===== src/rtl/riscv_defs.sv =====
// Shared RV32I load/store definitions: funct3 width encodings and LSU FSM states.
package riscv_defs;

    localparam logic [2:0] F3_B  = 3'b000;
    localparam logic [2:0] F3_H  = 3'b001;
    localparam logic [2:0] F3_W  = 3'b010;
    localparam logic [2:0] F3_BU = 3'b100;
    localparam logic [2:0] F3_HU = 3'b101;

    typedef enum logic [1:0] {
        IDLE,
        REQ,
        WAIT,
        RESP
    } lsu_state_e;

endpackage


===== src/rtl/lsu_data_align.sv =====
// Byte-lane steering for the LSU: store byte enables and replication, load
// lane extraction with sign/zero extension, and misalignment/illegal decode.
module lsu_data_align
    import riscv_defs::*;
(
    input  logic [2:0]  funct3,
    input  logic [1:0]  offset,
    input  logic [31:0] wdata,
    input  logic [31:0] rdata,
    output logic [3:0]  be,
    output logic [31:0] wdata_rep,
    output logic [31:0] rdata_ext,
    output logic        misaligned,
    output logic        illegal
);

    logic [7:0]  byte_lane;
    logic [15:0] half_lane;

    always_comb begin
        // NOTE: every output gets a default before the case so no path leaves a latch behind.
        be         = 4'b0000;
        wdata_rep  = wdata;
        rdata_ext  = '0;
        misaligned = 1'b0;
        illegal    = 1'b0;
        byte_lane  = rdata[{offset, 3'b000} +: 8];
        half_lane  = offset[1] ? rdata[31:16] : rdata[15:0];

        unique case (funct3)
            F3_B, F3_BU: begin
                be        = 4'b0001 << offset;
                wdata_rep = {4{wdata[7:0]}};
                rdata_ext = funct3[2] ? {24'b0, byte_lane} : {{24{byte_lane[7]}}, byte_lane};
            end
            F3_H, F3_HU: begin
                be         = offset[1] ? 4'b1100 : 4'b0011;
                wdata_rep  = {2{wdata[15:0]}};
                misaligned = offset[0];
                rdata_ext  = funct3[2] ? {16'b0, half_lane} : {{16{half_lane[15]}}, half_lane};
            end
            F3_W: begin
                be         = 4'b1111;
                misaligned = |offset;
                rdata_ext  = rdata;
            end
            default: illegal = 1'b1;
        endcase
    end

endmodule


===== src/rtl/load_store_unit.sv =====
// Load/store unit: one outstanding access on a req/gnt/rvalid data-memory port.
// Misaligned or illegal requests and responder timeouts complete with rsp_err.
module load_store_unit
    import riscv_defs::*;
#(
    parameter int unsigned TIMEOUT_CYCLES = 16
) (
    input  logic        clk,
    input  logic        rst_n,
    input  logic        req_valid,
    output logic        req_ready,
    input  logic        req_is_load,
    input  logic        req_is_store,
    input  logic [2:0]  req_funct3,
    input  logic [31:0] req_addr,
    input  logic [31:0] req_wdata,
    output logic        rsp_valid,
    output logic [31:0] rsp_rdata,
    output logic        rsp_err,
    output logic        mem_req,
    output logic        mem_we,
    output logic [31:0] mem_addr,
    output logic [3:0]  mem_be,
    output logic [31:0] mem_wdata,
    input  logic        mem_gnt,
    input  logic        mem_rvalid,
    input  logic [31:0] mem_rdata
);

    localparam int unsigned CW = $clog2(TIMEOUT_CYCLES + 1);

    lsu_state_e    state_q;
    logic [CW-1:0] tmo_cnt_q;
    logic [2:0]    funct3_q;
    logic [1:0]    offset_q;
    logic          mem_req_q, mem_we_q;
    logic [31:0]   mem_addr_q, mem_wdata_q;
    logic [3:0]    mem_be_q;
    logic          rsp_valid_q, rsp_err_q;
    logic [31:0]   rsp_rdata_q;

    logic          idle, accept, req_err, timeout;
    logic [2:0]    al_funct3;
    logic [1:0]    al_offset;
    logic [3:0]    al_be;
    logic [31:0]   al_wdata_rep, al_rdata_ext;
    logic          al_misaligned, al_illegal;

    assign idle      = (state_q == IDLE);
    assign req_ready = idle;
    assign accept    = req_valid && idle && (req_is_load || req_is_store);
    // Stores have no unsigned variants, so the BU/HU encodings are legal only for loads.
    assign req_err   = (req_is_load && req_is_store) || al_illegal || al_misaligned
                     || (req_is_store && req_funct3[2]);
    assign timeout   = (tmo_cnt_q == CW'(TIMEOUT_CYCLES - 1));

    // Request side decodes the live inputs; response side the captured request.
    assign al_funct3 = idle ? req_funct3 : funct3_q;
    assign al_offset = idle ? req_addr[1:0] : offset_q;

    lsu_data_align u_align (
        .funct3     (al_funct3),
        .offset     (al_offset),
        .wdata      (req_wdata),
        .rdata      (mem_rdata),
        .be         (al_be),
        .wdata_rep  (al_wdata_rep),
        .rdata_ext  (al_rdata_ext),
        .misaligned (al_misaligned),
        .illegal    (al_illegal)
    );

    // NOTE: sequential state uses non-blocking assignments only, so every register samples pre-edge values.
    always_ff @(posedge clk or negedge rst_n) begin
        if (!rst_n) begin
            state_q     <= IDLE;
            tmo_cnt_q   <= '0;
            funct3_q    <= '0;
            offset_q    <= '0;
            mem_req_q   <= 1'b0;
            mem_we_q    <= 1'b0;
            mem_addr_q  <= '0;
            mem_be_q    <= '0;
            mem_wdata_q <= '0;
            rsp_valid_q <= 1'b0;
            rsp_err_q   <= 1'b0;
            rsp_rdata_q <= '0;
        end else begin
            rsp_valid_q <= 1'b0;
            unique case (state_q)
                IDLE: if (accept) begin
                    tmo_cnt_q   <= '0;
                    funct3_q    <= req_funct3;
                    offset_q    <= req_addr[1:0];
                    mem_we_q    <= req_is_store;
                    mem_addr_q  <= {req_addr[31:2], 2'b00};
                    mem_be_q    <= al_be;
                    mem_wdata_q <= al_wdata_rep;
                    rsp_rdata_q <= '0;
                    if (req_err) begin
                        state_q     <= RESP;
                        rsp_valid_q <= 1'b1;
                        rsp_err_q   <= 1'b1;
                    end else begin
                        state_q   <= REQ;
                        mem_req_q <= 1'b1;
                    end
                end
                REQ: begin
                    tmo_cnt_q <= tmo_cnt_q + CW'(1);
                    if (timeout) begin
                        mem_req_q   <= 1'b0;
                        state_q     <= RESP;
                        rsp_valid_q <= 1'b1;
                        rsp_err_q   <= 1'b1;
                    end else if (mem_gnt) begin
                        mem_req_q <= 1'b0;
                        state_q   <= WAIT;
                    end
                end
                WAIT: begin
                    tmo_cnt_q <= tmo_cnt_q + CW'(1);
                    if (timeout) begin
                        state_q     <= RESP;
                        rsp_valid_q <= 1'b1;
                        rsp_err_q   <= 1'b1;
                    end else if (mem_rvalid) begin
                        state_q     <= RESP;
                        rsp_valid_q <= 1'b1;
                        rsp_rdata_q <= mem_we_q ? '0 : al_rdata_ext;
                    end
                end
                RESP: begin
                    state_q     <= IDLE;
                    rsp_err_q   <= 1'b0;
                    rsp_rdata_q <= '0;
                end
                default: state_q <= IDLE;
            endcase
        end
    end

    assign mem_req   = mem_req_q;
    assign mem_we    = mem_we_q;
    assign mem_addr  = mem_addr_q;
    assign mem_be    = mem_be_q;
    assign mem_wdata = mem_wdata_q;
    assign rsp_valid = rsp_valid_q;
    assign rsp_err   = rsp_err_q;
    assign rsp_rdata = rsp_rdata_q;

endmodule


===== config.mk =====
export PLATFORM = sky130hd
export DESIGN_NAME = load_store_unit
export DESIGN_NICKNAME = d
export VERILOG_FILES = /design/src/rtl/riscv_defs.sv /design/src/rtl/lsu_data_align.sv /design/src/rtl/load_store_unit.sv
export SDC_FILE = /design/constraint.sdc
export NUM_CORES = 1
export LEC_CHECK = 0
export CAP_MARGIN = 20
export CORE_ASPECT_RATIO = 1.1
export CORE_MARGIN = 5
export CORE_UTILIZATION = 29
export DETAILED_ROUTE_END_ITERATION = 10
export PLACE_DENSITY_LB_ADDON = 0.12
export REMOVE_ABC_BUFFERS = 1
export SYNTH_ARGS = -nofsm -noshare
export SYNTH_HDL_FRONTEND = slang
export SYNTH_SLANG_ARGS = --single-unit

===== constraint.sdc =====
create_clock -name clk -period 2.15 [get_ports clk]
set_input_delay 0.215 -clock clk [delete_from_list [all_inputs] [get_ports clk]]
set_output_delay 0.215 -clock clk [all_outputs]
set_load 0.05 [all_outputs]

==> results of run 1 <==
==> Yosys cell counts (all sizes together) (3+ instances only) <==
library cell	n
o32ai	3
nor3	5
buf	23
a221oi	24
o21a	3
nor3b	3
a22oi	9
a21o	10
clkbuf	18
a2111oi	3
a222oi	8
a311oi	8
nand2b	8
mux2	62
ha	7
mux2i	22
nand2	79
o22ai	5
inv	8
nor4	6
dfrtp	114
nand3	10
nand3b	4
nor2	16
a21oi	26
o21ai	39
==> flip-flops by register name, summed over array words and instances (netlist names) <==
signal and flops:
mem_wdata 32, rsp_rdata 32, mem_addr 30, tmo_cnt_q 5
mem_be 4, funct3_q 3, offset_q 2, state_q 2
mem_req 1, mem_we 1, rsp_err 1, rsp_valid 1
==> final cells by class <==
class	count	share of cell area, %
multi-input cells	385	31.1
repair buffers	308	31.1
flip-flops and latches	114	28.0
clock buffers	20	4.39
well taps	252	3.10
clock inverters	12	2.02
inverters	8	0.295
==> worst max-delay path by stage <==
stage	to	slack [ns]	cells past startpoint	startpoint
2_1_floorplan	funct3_q[0]$_DFFE_PN0P_	-2.33	4	state_q[0]$_DFFE_PN0P_
3_5_place_dp	rsp_rdata[21]$_DFFE_PN0P_	-0.46	8	tmo_cnt_q[0]$_DFFE_PN0P_
6_report	rsp_rdata[11]$_DFFE_PN0P_	-0.18	10	state_q[0]$_DFFE_PN0P_
3_3_place_gp	rsp_rdata[24]$_DFFE_PN0P_	-0.40	8	tmo_cnt_q[0]$_DFFE_PN0P_
5_1_grt	rsp_rdata[11]$_DFFE_PN0P_	-0.26	10	state_q[0]$_DFFE_PN0P_
4_1_cts	rsp_rdata[9]$_DFFE_PN0P_	-0.12	9	tmo_cnt_q[0]$_DFFE_PN0P_
==> report_power, final <==
part	leakage [uW]	switching [uW]	internal (uW)	total, uW
Clock	0.000311	1060	2090	3150
Sequential	0.00144	559	3060	3620
Combinational	0.00262	6670	5170	11800
Total	0.00437	8290	10300	18600
==> metal layers <==
| layer | vias to the layer above | global-route usage [%] | wire [um] |
|---|---|---|---|
| met1 | 2753 | 21.2 | 8410 |
| li1 | 2612 | - | - |
| met4 | 0 | 6.53 | 465 |
| met2 | 253 | 28.0 | 10200 |
| met3 | 40 | 7.83 | 2250 |
| met5 | - | 0 | 0 |
==> what timing repair did <==
item,CTS,global route
gates resized for setup,49,48
hold endpoints to repair,36,0
pin swaps,22,22
endpoints found under the setup margin,35,34
setup buffers,5,14
cloned,4,3
hold buffers,1,0
==> through the flow <==
step           hold slack, ns  setup slack (ns)  area [um2]  setup TNS (ns)
3_3_place_gp            0.234            -0.402        8730           -9.28
4_1_cts                 0.347            -0.124        9770           -1.96
6_report                0.340            -0.182       10200           -2.42
5_1_grt                 0.393            -0.255       10200           -5.72
3_5_place_dp            0.238            -0.463        8730          -10.84
2_1_floorplan         -0.0806             -2.33        5640         -222.09
==> cell usage in the layout, fill, tap and decap left out, types with 5 or more instances in the layout <==
cell and count:
mux2_2 57, a221oi_4 6, buf_4 71, a221oi_2 16, dfrtp_1 114, clkdlybuf4s50_1 206
nand3_1 8, nor2_1 13, clkbuf_16 19, nand2_1 72, o21ai_1 8, buf_6 9
o21ai_0 29, nand2_2 6, mux2_4 5, nand2b_1 7, bufinv_16 5, mux2i_1 20
inv_1 6, a21oi_1 22, a222oi_1 8, a21o_1 9, a311oi_1 8, a22oi_1 8
buf_12 14
==> worst max-delay path: stages, from the launching register on <==
cell and delay [ns]:
dfrtp_1 0.39, inv_2 0.10, ha_4 0.18, buf_12 0.13
buf_6 0.09, mux2_4 0.30, o21a_1 0.14, a21o_4 0.22
buf_6 0.14, a222oi_1 0.32, a22oi_1 0.16
==> cell families (layout without fill, tap and decap cells) <==
logic type	after synthesis	count (layout)	synth area share, %
AOI/OAI and AO/OA	148	148	17.5
xor gates and xnor gates	1	1	0.150
adders and majority gates	7	7	1.50
buffers and inverters	49	348	4.19
DFF	114	114	48.7
muxes	84	84	16.0
other	1	2	0.0641
and+or+nand+nor	143	143	11.9
==> flow_summary.yaml, run 1 <==
power:
  finalPower_uw: 18600
  p_per_area_nw_per_um2: 1830
  leakage_uw: 0.00437
  vdd_drop_max_v: 0.000881
timing:
  rsz0062_at_grt: "true"
  max_freq_ghz: 0.429
  fin_ws_ns: -0.182
  worst_pin_slew_ns: 0.578
  final-hold-violation-count: 0
  finalMaxSlewViolations: 0
  min_period_ns: 2.33
  setup_viol: 33
  finalCritPeriodShare_pct: 108
  fin_skew_ns: 0.00675
  slew_headroom_pct: 61.4
detailed_routing:
  ant_nets: 0
  vias: 5658
  wl_per_cell_um: 19.4
  routed_wl_mm: 21.3
  vias_per_cell: 5.15
  drt_pass1_iterations: 5
  drcViolationCount: 0
  drtIter0Drc: 297
worst_setup_path:
  crit_path_max_fanout: 6
  cp_data_required_time_ns: 2.41
  r2r-end: "rsp_rdata[11]$_DFFE_PN0P_"
  end_kind: "flip-flop"
  reg2reg_depth: 10
  ff2ff_setup_slack_ns: -0.18
  worstSetupPathType: "reg -> reg"
  r2r_start: "state_q[0]$_DFFE_PN0P_"
  cp.arrival_ns: 2.59
  start_kind: "flip-flop"
cells_and_area:
  nNetsFinal: 947
  layout-drive-gt1-share_pct: 30.7
  seq_area_um2: 2850
  multiInputGateArea_um2: 3160
  post-route-util_pct: 51.2
  fillers: 1787
  layout.cells.non_filler: 1099
  syn2layout_area_growth_pct: 73.8
  num_antenna_cells: 0
grt:
  overflow: 0
  grt_start_max_net_pins: 45
  grt_pass1_vias: 5943
  antenna_found_initial: 0
  grt_pass1_wl_mm: 32.9
  grt_usage_pct: 17.7
clock_network:
  insertion_delay_ns: 0.41
  clockBufferDepth: 2
  cts_tree: "done"
  cts.sinks: 114
  htreeDepth: 4
  numCtsBuffers: 17
  root_buffer: "clkbuf_16"
  path_clk_slew_ns: 0.05
synth:
  yosysWarnings: 0
  postSynth.asyncResetShare_pct: 100
  synth_top_cell_by_area: "dfrtp_1"
  seq_area_frac_synth_pct: 48.7
  post-synth-top-area-fraction_pct: 48.7
  synth_edf_count: 0
  synthTopCellsByArea: "dfrtp_1, mux2_2, nand2_1"
  syn-cell-area_um2: 5850
  synth_seq_cells: 114
  syn-instance-count: 547
  synthDistinctLibCells: 56
  synth-main-ff-cell: "dfrtp_1"
  avgSynthCellArea_um2: 10.7
floorplanning:
  start_util_pct: 29.5
  fp.dieW_um: 145
  num_rows: 54
  die_h_um: 159
  die_area_um2: 23100
  core_area_um2: 19900
  boundaryPins: 211
placed_design:
  dp_hpwl_mm: 14.7
  dp_cells: 1040
  portBuffers: 208
  finalWeightedCongestion: 0.803
status:
  outcome: "finished with violations"
  violations: "setup timing"
job:
  cap_violations: 0
hold_path:
  hp-class: "in -> async"
Power figures use the tool's default switching activity.
==> run 2, diff against run 1 <==
--- a/config.mk
+++ b/config.mk
@@ -14,4 +14,5 @@
 export REMOVE_ABC_BUFFERS = 1
 export SYNTH_ARGS = -nofsm -noshare
 export SYNTH_HDL_FRONTEND = slang
+export SYNTH_HIERARCHICAL = 1
 export SYNTH_SLANG_ARGS = --single-unit
==> flow_summary.yaml, run 2 <==
status:
  outcome: "finished with violations"
  violations: "setup timing"
timing:
  fin_skew_ns: 0.0119
  min_period_ns: 2.16
  slew_headroom_pct: 48.3
  rsz0062_at_grt: "true"
  fin_ws_ns: -0.0111
  finalMaxSlewViolations: 0
  setup_tns_ns: -0.0147
  finalCritPeriodShare_pct: 101
  final-hold-violation-count: 0
  max_freq_ghz: 0.463
  worst_pin_slew_ns: 0.772
  hold_ws_ns: 0.315
  setup_viol: 2
clock_network:
  insertion_delay_ns: 0.42
  root_buffer: "clkbuf_16"
  path_clk_slew_ns: 0.06
  cts.sinks: 114
  clockBufferDepth: 2
  cts_tree: "done"
  numCtsBuffers: 17
  htreeDepth: 4
placed_design:
  finalWeightedCongestion: 0.779
  dp_hpwl_mm: 13.2
  portBuffers: 208
grt:
  grt_usage_pct: 16.0
  grt_pass1_wl_mm: 30.8
  grt_pass1_vias: 5704
  overflow: 0
  antenna_found_initial: 0
  grt_start_max_net_pins: 115
synth:
  postSynth.asyncResetShare_pct: 100
  synth_mux_area_share_pct: 7.50
  syn-cell-area_um2: 6120
  yosysMostFrequentCell: "nand2_1"
  synth_adder_area_share_pct: 1.63
  synth_top_cell_by_area: "dfrtp_1"
  synthXorXnorAreaFrac_pct: 0
  synth_top_family_by_area: "simple AND/OR/NAND/NOR gates"
  avgSynthCellArea_um2: 8.89
  seq_area_frac_synth_pct: 46.6
  synthDistinctLibCells: 58
  post-synth-top-area-fraction_pct: 46.6
  synth_edf_count: 0
  syn-instance-count: 689
  synth-compound-area-share_pct: 13.7
  synthTopCellsByArea: "dfrtp_1, nand2_1, mux2_2"
  synth_simple_gate_area_share_pct: 23.9
  synth_seq_cells: 114
  synth-main-ff-cell: "dfrtp_1"
  yosysWarnings: 6
  synth_common_cells: "nand2_1, dfrtp_1, o21ai_2, mux2_2"
power:
  vdd_drop_max_v: 0.000695
  p_per_area_nw_per_um2: 1850
  finalPower_uw: 17800
  leakage_uw: 0.00424
floorplanning:
  boundaryPins: 211
  die_h_um: 162
  fp.dieW_um: 149
  core_area_um2: 20700
  num_rows: 55
  die_area_um2: 24100
  start_util_pct: 29.6
detailed_routing:
  vias_per_cell: 4.59
  drt_pass1_iterations: 4
  ant_nets: 0
  drtIter0Drc: 203
  wl_per_cell_um: 16.6
  routed_wl_mm: 20.1
  drcViolationCount: 0
  vias: 5571
cells_and_area:
  syn2layout_area_growth_pct: 56.8
  nNetsFinal: 1031
  num_antenna_cells: 0
  mostFrequentLayoutCell: "nand2_1"
  layout-drive-gt1-share_pct: 19.4
  post-route-util_pct: 46.4
  final_cell_mix: "nand2_1, clkdlybuf4s50_1, dfrtp_1"
worst_setup_path:
  cp.arrival_ns: 2.46
  start_kind: "flip-flop"
  worstSetupPathType: "reg -> reg"
  end_kind: "flip-flop"
  cp_data_required_time_ns: 2.45
  crit_path_max_fanout: 24
hold_path:
  hp-class: "in -> reg"
job:
  cap_violations: 0
[run 2: path summary, 6_finish.rpt]
path	cells after the start	from	to	slack, ns
min in group asynchronous	3	rst_n	rsp_rdata[31]$_DFFE_PN0P_	0.45
min	3	req_addr[31]	mem_addr[31]$_DFFE_PN0P_	0.32
max reg2reg	9	state_q[0]$_DFFE_PN0P_	rsp_rdata[11]$_DFFE_PN0P_	-0.01
max in group asynchronous	3	rst_n	mem_wdata[27]$_DFFE_PN0P_	1.22
min reg2reg	2	mem_addr[17]$_DFFE_PN0P_	mem_addr[17]$_DFFE_PN0P_	0.47
max	9	state_q[0]$_DFFE_PN0P_	rsp_rdata[11]$_DFFE_PN0P_	-0.01
[run 2: report_power, final]
group          switching [uW]  total, uW  internal [uW]  leakage [uW]
Sequential                505       3570           3060       0.00147
Combinational            6850      11300           4480       0.00250
Clock                    1100       2860           1760      0.000273
Total                    8450      17800           9310       0.00424
[run 2: cells by family (layout without fill, tap and decap cells)]
| group | after synthesis | after routing |
|---|---|---|
| other cells | 1 | 2 |
| buf+inv | 64 | 301 |
| compound gates | 105 | 105 |
| simple gates | 356 | 356 |
| flops | 114 | 114 |
| mux | 41 | 43 |
| fa+ha+maj | 8 | 8 |
[run 2: final cells by class]
class / instances / area [um2]
tap: 285 / 357
fill: 1988 / 11100
multi-input combinational: 514 / 3050
sequential: 114 / 2850
inverter: 7 / 26.3
clock inverter: 12 / 134
clock buffer: 19 / 453
timing repair buffer: 263 / 2730
[run 2: metal layers]
metal  routed length (um)  vias to the layer above  GRT usage (%)
met5                    0                        -              0
li1                     -                     2749              -
met4                  216                        0           4.49
met1                 8660                     2635           20.2
met3                 1930                       13           7.07
met2                 9310                      174           24.9
[run 2: stage by stage]
stage	setup slack, ns	cells	area (um2)
floorplan	-1.55	633	5750
global placement	-0.198	1170	8670
detailed placement	-0.264	1170	8670
CTS	-0.00186	1204	9340
global route	-0.0860	1214	9600
finish	-0.0111	1214	9600
[run 2: worst max-delay path: stages (launching register included)]
cell and delay (ns):
dfrtp_1 0.38, inv_2 0.08, ha_4 0.21, mux2_4 0.36, mux2_4 0.32, a22oi_4 0.21
buf_12 0.19, o221ai_1 0.13, nand2_1 0.09, o21ai_2 0.05
[run 2: what timing repair did]
action                     in CTS  in global routing
hold endpoints to repair      114                  0
setup endpoints to repair      44                 36
resized for setup              15                 29
buffers inserted                2                  4
hold buffers                    1                  0
cloned                          1                  6
pin swaps                       3                  9
==> run 3, diff against run 2 <==
--- a/config.mk
+++ b/config.mk
@@ -5,11 +5,12 @@
 export SDC_FILE = /design/constraint.sdc
 export NUM_CORES = 1
 export LEC_CHECK = 0
-export CAP_MARGIN = 20
 export CORE_ASPECT_RATIO = 1.1
 export CORE_MARGIN = 5
 export CORE_UTILIZATION = 29
+export CTS_CLUSTER_DIAMETER = 200
 export DETAILED_ROUTE_END_ITERATION = 10
+export DONT_BUFFER_PORTS = 1
 export PLACE_DENSITY_LB_ADDON = 0.12
 export REMOVE_ABC_BUFFERS = 1
 export SYNTH_ARGS = -nofsm -noshare
==> flow_summary.yaml, run 3 (synthesis results as in run 2) <==
placed_design:
  dp_hpwl_mm: 12.5
  place_area_um2: 6570
  portBuffers: 0
  finalWeightedCongestion: 0.809
  dp_cells: 963
  pre_cts_slack_ns: -0.324
worst_setup_path:
  cp-startpoint: "state_q[0]$_DFFE_PN0P_"
  r2r_start: "state_q[0]$_DFFE_PN0P_"
  crit_buf_inv: 2
  critPathMaxStageDelay_ns: 0.38
  crit_path_max_fanout: 9
  slowest_stage: "dfrtp_1"
  worstSetupPathType: "reg -> reg"
  critPathTopFamily: "simple AND/OR/NAND/NOR gates"
  end_kind: "flip-flop"
  path_cells: "inv_2, ha_4, mux2_4, nor3b_4, o21ai_1, nand2_2, buf_4, nor4_4, o22ai_1, o2bb2ai_1"
  start_kind: "flip-flop"
  cp_data_required_time_ns: 2.44
  cp.arrival_ns: 2.55
power:
  leakage_uw: 0.00373
  vdd_drop_max_v: 0.000756
  p_per_area_nw_per_um2: 2010
cells_and_area:
  mostFrequentLayoutCell: "nand2_1"
  layout-drive-gt1-share_pct: 25.2
  final_cell_mix: "nand2_1, dfrtp_1, dlygate4sd3_1"
  fillers: 2052
  seq_area_um2: 2850
  syn2layout_area_growth_pct: 32.0
  final_area_um2: 8080
  num_antenna_cells: 0
  multiInputGateArea_um2: 3110
  nNetsFinal: 876
  layout.cells.non_filler: 1059
timing:
  fin_ws_ns: -0.112
  hold_ws_ns: -0.502
  final-hold-violation-count: 114
  worst_pin_slew_ns: 0.555
  fin_skew_ns: 0.00847
  setup_viol: 32
  slew_headroom_pct: 63.0
  min_period_ns: 2.26
  finalCritPeriodShare_pct: 105
  finalMaxSlewViolations: 0
  setup_tns_ns: -1.76
  max_freq_ghz: 0.442
  rsz0062_at_grt: "true"
clock_network:
  clockBufferDepth: 2
  numCtsBuffers: 17
  path_clk_slew_ns: 0.06
  htreeDepth: 4
  root_buffer: "clkbuf_16"
  insertion_delay_ns: 0.41
  cts_tree: "done"
  cts.sinks: 114
  cts-hold-fix-buffers: 46
status:
  outcome: "finished with violations"
  violations: "hold timing, setup timing"
grt:
  antenna_found_initial: 0
  overflow: 0
  grt_pass1_wl_mm: 29.1
  grt_pass1_vias: 5245
  grt_usage_pct: 15.3
  grt_start_max_net_pins: 115
floorplanning:
  boundaryPins: 211
  die_area_um2: 24100
  die_h_um: 162
  start_util_pct: 29.6
  num_rows: 55
  fp.dieW_um: 149
  core_area_um2: 20700
detailed_routing:
  wl_per_cell_um: 17.4
  vias: 5045
  drcViolationCount: 0
  ant_nets: 0
  drt_pass1_iterations: 4
  routed_wl_mm: 18.4
  drtIter0Drc: 181
  vias_per_cell: 4.76
job:
  cap_violations: 0
hold_path:
  hp-class: "in -> async"
-- run 3: repair_timing --
| action | 4_1_cts | 5_1_grt |
|---|---|---|
| setup buffers | 13 | 9 |
| pin swaps | 9 | 23 |
| setup endpoints to repair | 53 | 41 |
| gates cloned | 3 | 0 |
| resized for setup | 38 | 39 |
| endpoints found under the hold margin | 159 | 114 |
-- run 3: area by class of cell --
type	count	area share, %
inverters	7	0.387
clock inverters	14	2.23
multi-input cells	512	38.5
well taps	285	4.41
clock buffers	17	5.26
repair buffers	110	13.9
flip-flops and latches	114	35.3
-- run 3: power breakdown --
group / internal, uW / switching [uW]
Clock: 1830 / 1090
Combinational: 3220 / 3490
Sequential: 3000 / 3580
Total: 8050 / 8160
-- run 3: final timing paths --
kind                       slack (ns)  cells after the start                         to
max in group asynchronous        2.48                      0  mem_wdata[17]$_DFFE_PN0P_
max reg2reg                     -0.11                     10        mem_req$_DFFE_PN0P_
min                             -0.50                      0   rsp_rdata[8]$_DFFE_PN0P_
min reg2reg                      0.48                      2    funct3_q[2]$_DFFE_PN0P_
max                             -0.11                     10        mem_req$_DFFE_PN0P_
min in group clk                 0.03                      4  mem_wdata[27]$_DFFE_PN0P_
-- run 3: per-stage QoR --
stage | utilization, % | total power (uW)
after floorplan | - | 10000
after global placement | 31.7 | 12200
after detailed placement | 31.7 | 12300
after CTS | 38.4 | 16200
after global routing | 39.0 | 17200
final | 39.0 | 16200
-- run 3: per-layer routing --
layer / vias to the layer above / track usage [%] / routed length [um]
li1: 2428 / - / -
met1: 2401 / 17.7 / 7360
met2: 196 / 25.1 / 8790
met3: 20 / 7.26 / 2000
met4: 0 / 4.96 / 249
met5: - / 0 / 0
==> edit: new RTL, config.mk and constraints of run 3 <==
Register the output `rsp_err` once more, with the module's reset; this adds one clock of latency there. The other outputs are not delayed to match.
--- a/src/rtl/load_store_unit.sv
+++ b/src/rtl/load_store_unit.sv
@@ -148,3 +148,9 @@
     assign rsp_valid = rsp_valid_q;
-    assign rsp_err   = rsp_err_q;
+    always_ff @(posedge clk or negedge rst_n) begin
+        if (!rst_n) begin
+            rsp_err <= '0;
+        end else begin
+            rsp_err <= rsp_err_q;
+        end
+    end
     assign rsp_rdata = rsp_rdata_q;
Function: changed (Yosys sat finds a counterexample within 4 cycles, from zero or initial values and one cycle with rst_n low).
==> edit against run 3 <==
- the run still ends with hold timing, setup timing left
- sequential cell count up 1
- clock skew shrank 0.00051 ns
- final area up 0.17%
- worst hold slack lost 0.0021 ns
- power is 2.7% higher
- worst setup slack improved by 0.036 ns
- area after synthesis grew 0.41%
- routed wire length up 7.8%
- largest power group unchanged
- highest routed layer unchanged
==> edit: results (changes against run 3) <==
[metrics] final number of hold-violating endpoints: 115 (was 114)
[metrics] Static Leak: 3.73 nW (about the same)
[metrics] synthesized-area fraction occupied by ao, oa, aoi and oai cells: 13.6% (was 13.7%)
[metrics] ranking of synthesized cells by area: sky130_fd_sc_hd__dfrtp_1, sky130_fd_sc_hd__nand2_1, sky130_fd_sc_hd__mux2_2, sky130_fd_sc_hd__o21ai_2, sky130_fd_sc_hd__buf_6 (unchanged)
[metrics] count of endpoints failing setup in the final report: 12 (was 32)
[metrics] sum of net half-perimeters after detailed placement: 12.5 mm (about the same)
[metrics] total global routing track utilization: 15.4% (was 15.3%)
[metrics] status: finished with violations (unchanged)
[metrics] via count of the first global-routing pass: 5329 (was 5245)
[metrics] most frequent cells after synthesis: sky130_fd_sc_hd__nand2_1, sky130_fd_sc_hd__dfrtp_1, sky130_fd_sc_hd__o21ai_2 (unchanged)
[metrics] length of routed met3 wiring: 2.28 mm (was 2.00 mm)
[metrics] share of layout cells above drive strength 1: 24.0% (was 25.2%)
[metrics] Top Family by Delay on Critical Path: multiplexers (was simple AND/OR/NAND/NOR gates)
[metrics] net switching power: 8.32 mW (was 8.16 mW)
[metrics] drt wl/cell: 18.7 µm (was 17.4 µm)
[metrics] part of the total power dissipated in sequential elements: 39.8% (was 40.6%)
[metrics] Total Negative Setup Slacks: -0.360 ns (was -1.76 ns)
[metrics] fraction of synthesized area in multiplexers: 7.47% (was 7.50%)
[metrics] Logic pwr share: 40.8% (was 41.4%)
[metrics] RD Place Congestion: 0.769 (was 0.809)
[metrics] maximum single-stage delay on the critical path: 0.52 ns (was 0.38 ns)
[metrics] violated checks: hold timing, setup timing (unchanged)
[metrics] hold slack: -0.504 ns (was -0.502 ns)
[metrics] Post-Place Cell Area: 6530 µm² (was 6570 µm²)
[metrics] worst path setup slack after routing: -0.0762 ns (was -0.112 ns)
[metrics] maximum number of pins on one net before global-route repair: 116 (was 115)
[metrics] filler cell count: 2094 (was 2052)
[metrics] Net count, final: 875 (was 876)
[metrics] met1 demand-to-capacity share in global routing: 17.5% (was 17.7%)
[metrics] Final Skew: 0.00796 ns (was 0.00847 ns)
[metrics] relative max-transition margin: 63.1% (was 63.0%)
[metrics] CP Max Fanout: 6 (was 9)
==> edit: kinds of logic after synthesis <==
logic type                 Yosys count
other                                1
AOI/OAI and AO/OA                  105
buffers and inverters               64
adders and majority gates            8
DFF                                115
muxes                               41
and+or+nand+nor                    356
==> edit: cell type report <==
| class | instances | area, µm² | area share [%] |
|---|---|---|---|
| Clock buffer | 18 | 439 | 5.42 |
| Clock inverter | 14 | 224 | 2.77 |
| Inverter | 7 | 26.3 | 0.324 |
| Multi-Input combinational cell | 513 | 3040 | 37.5 |
| Sequential cell | 115 | 2880 | 35.5 |
| Tap cell | 285 | 357 | 4.40 |
| Timing Repair Buffer | 107 | 1130 | 14.0 |
==> edit: what timing repair did <==
| item | CTS | global route |
|---|---|---|
| gates cloned | 2 | 6 |
| resized for setup | 24 | 20 |
| endpoints found under the setup margin | 51 | 44 |
| endpoints found under the hold margin | 162 | 115 |
| pin swaps | 16 | 15 |
| buffers inserted | 10 | 4 |
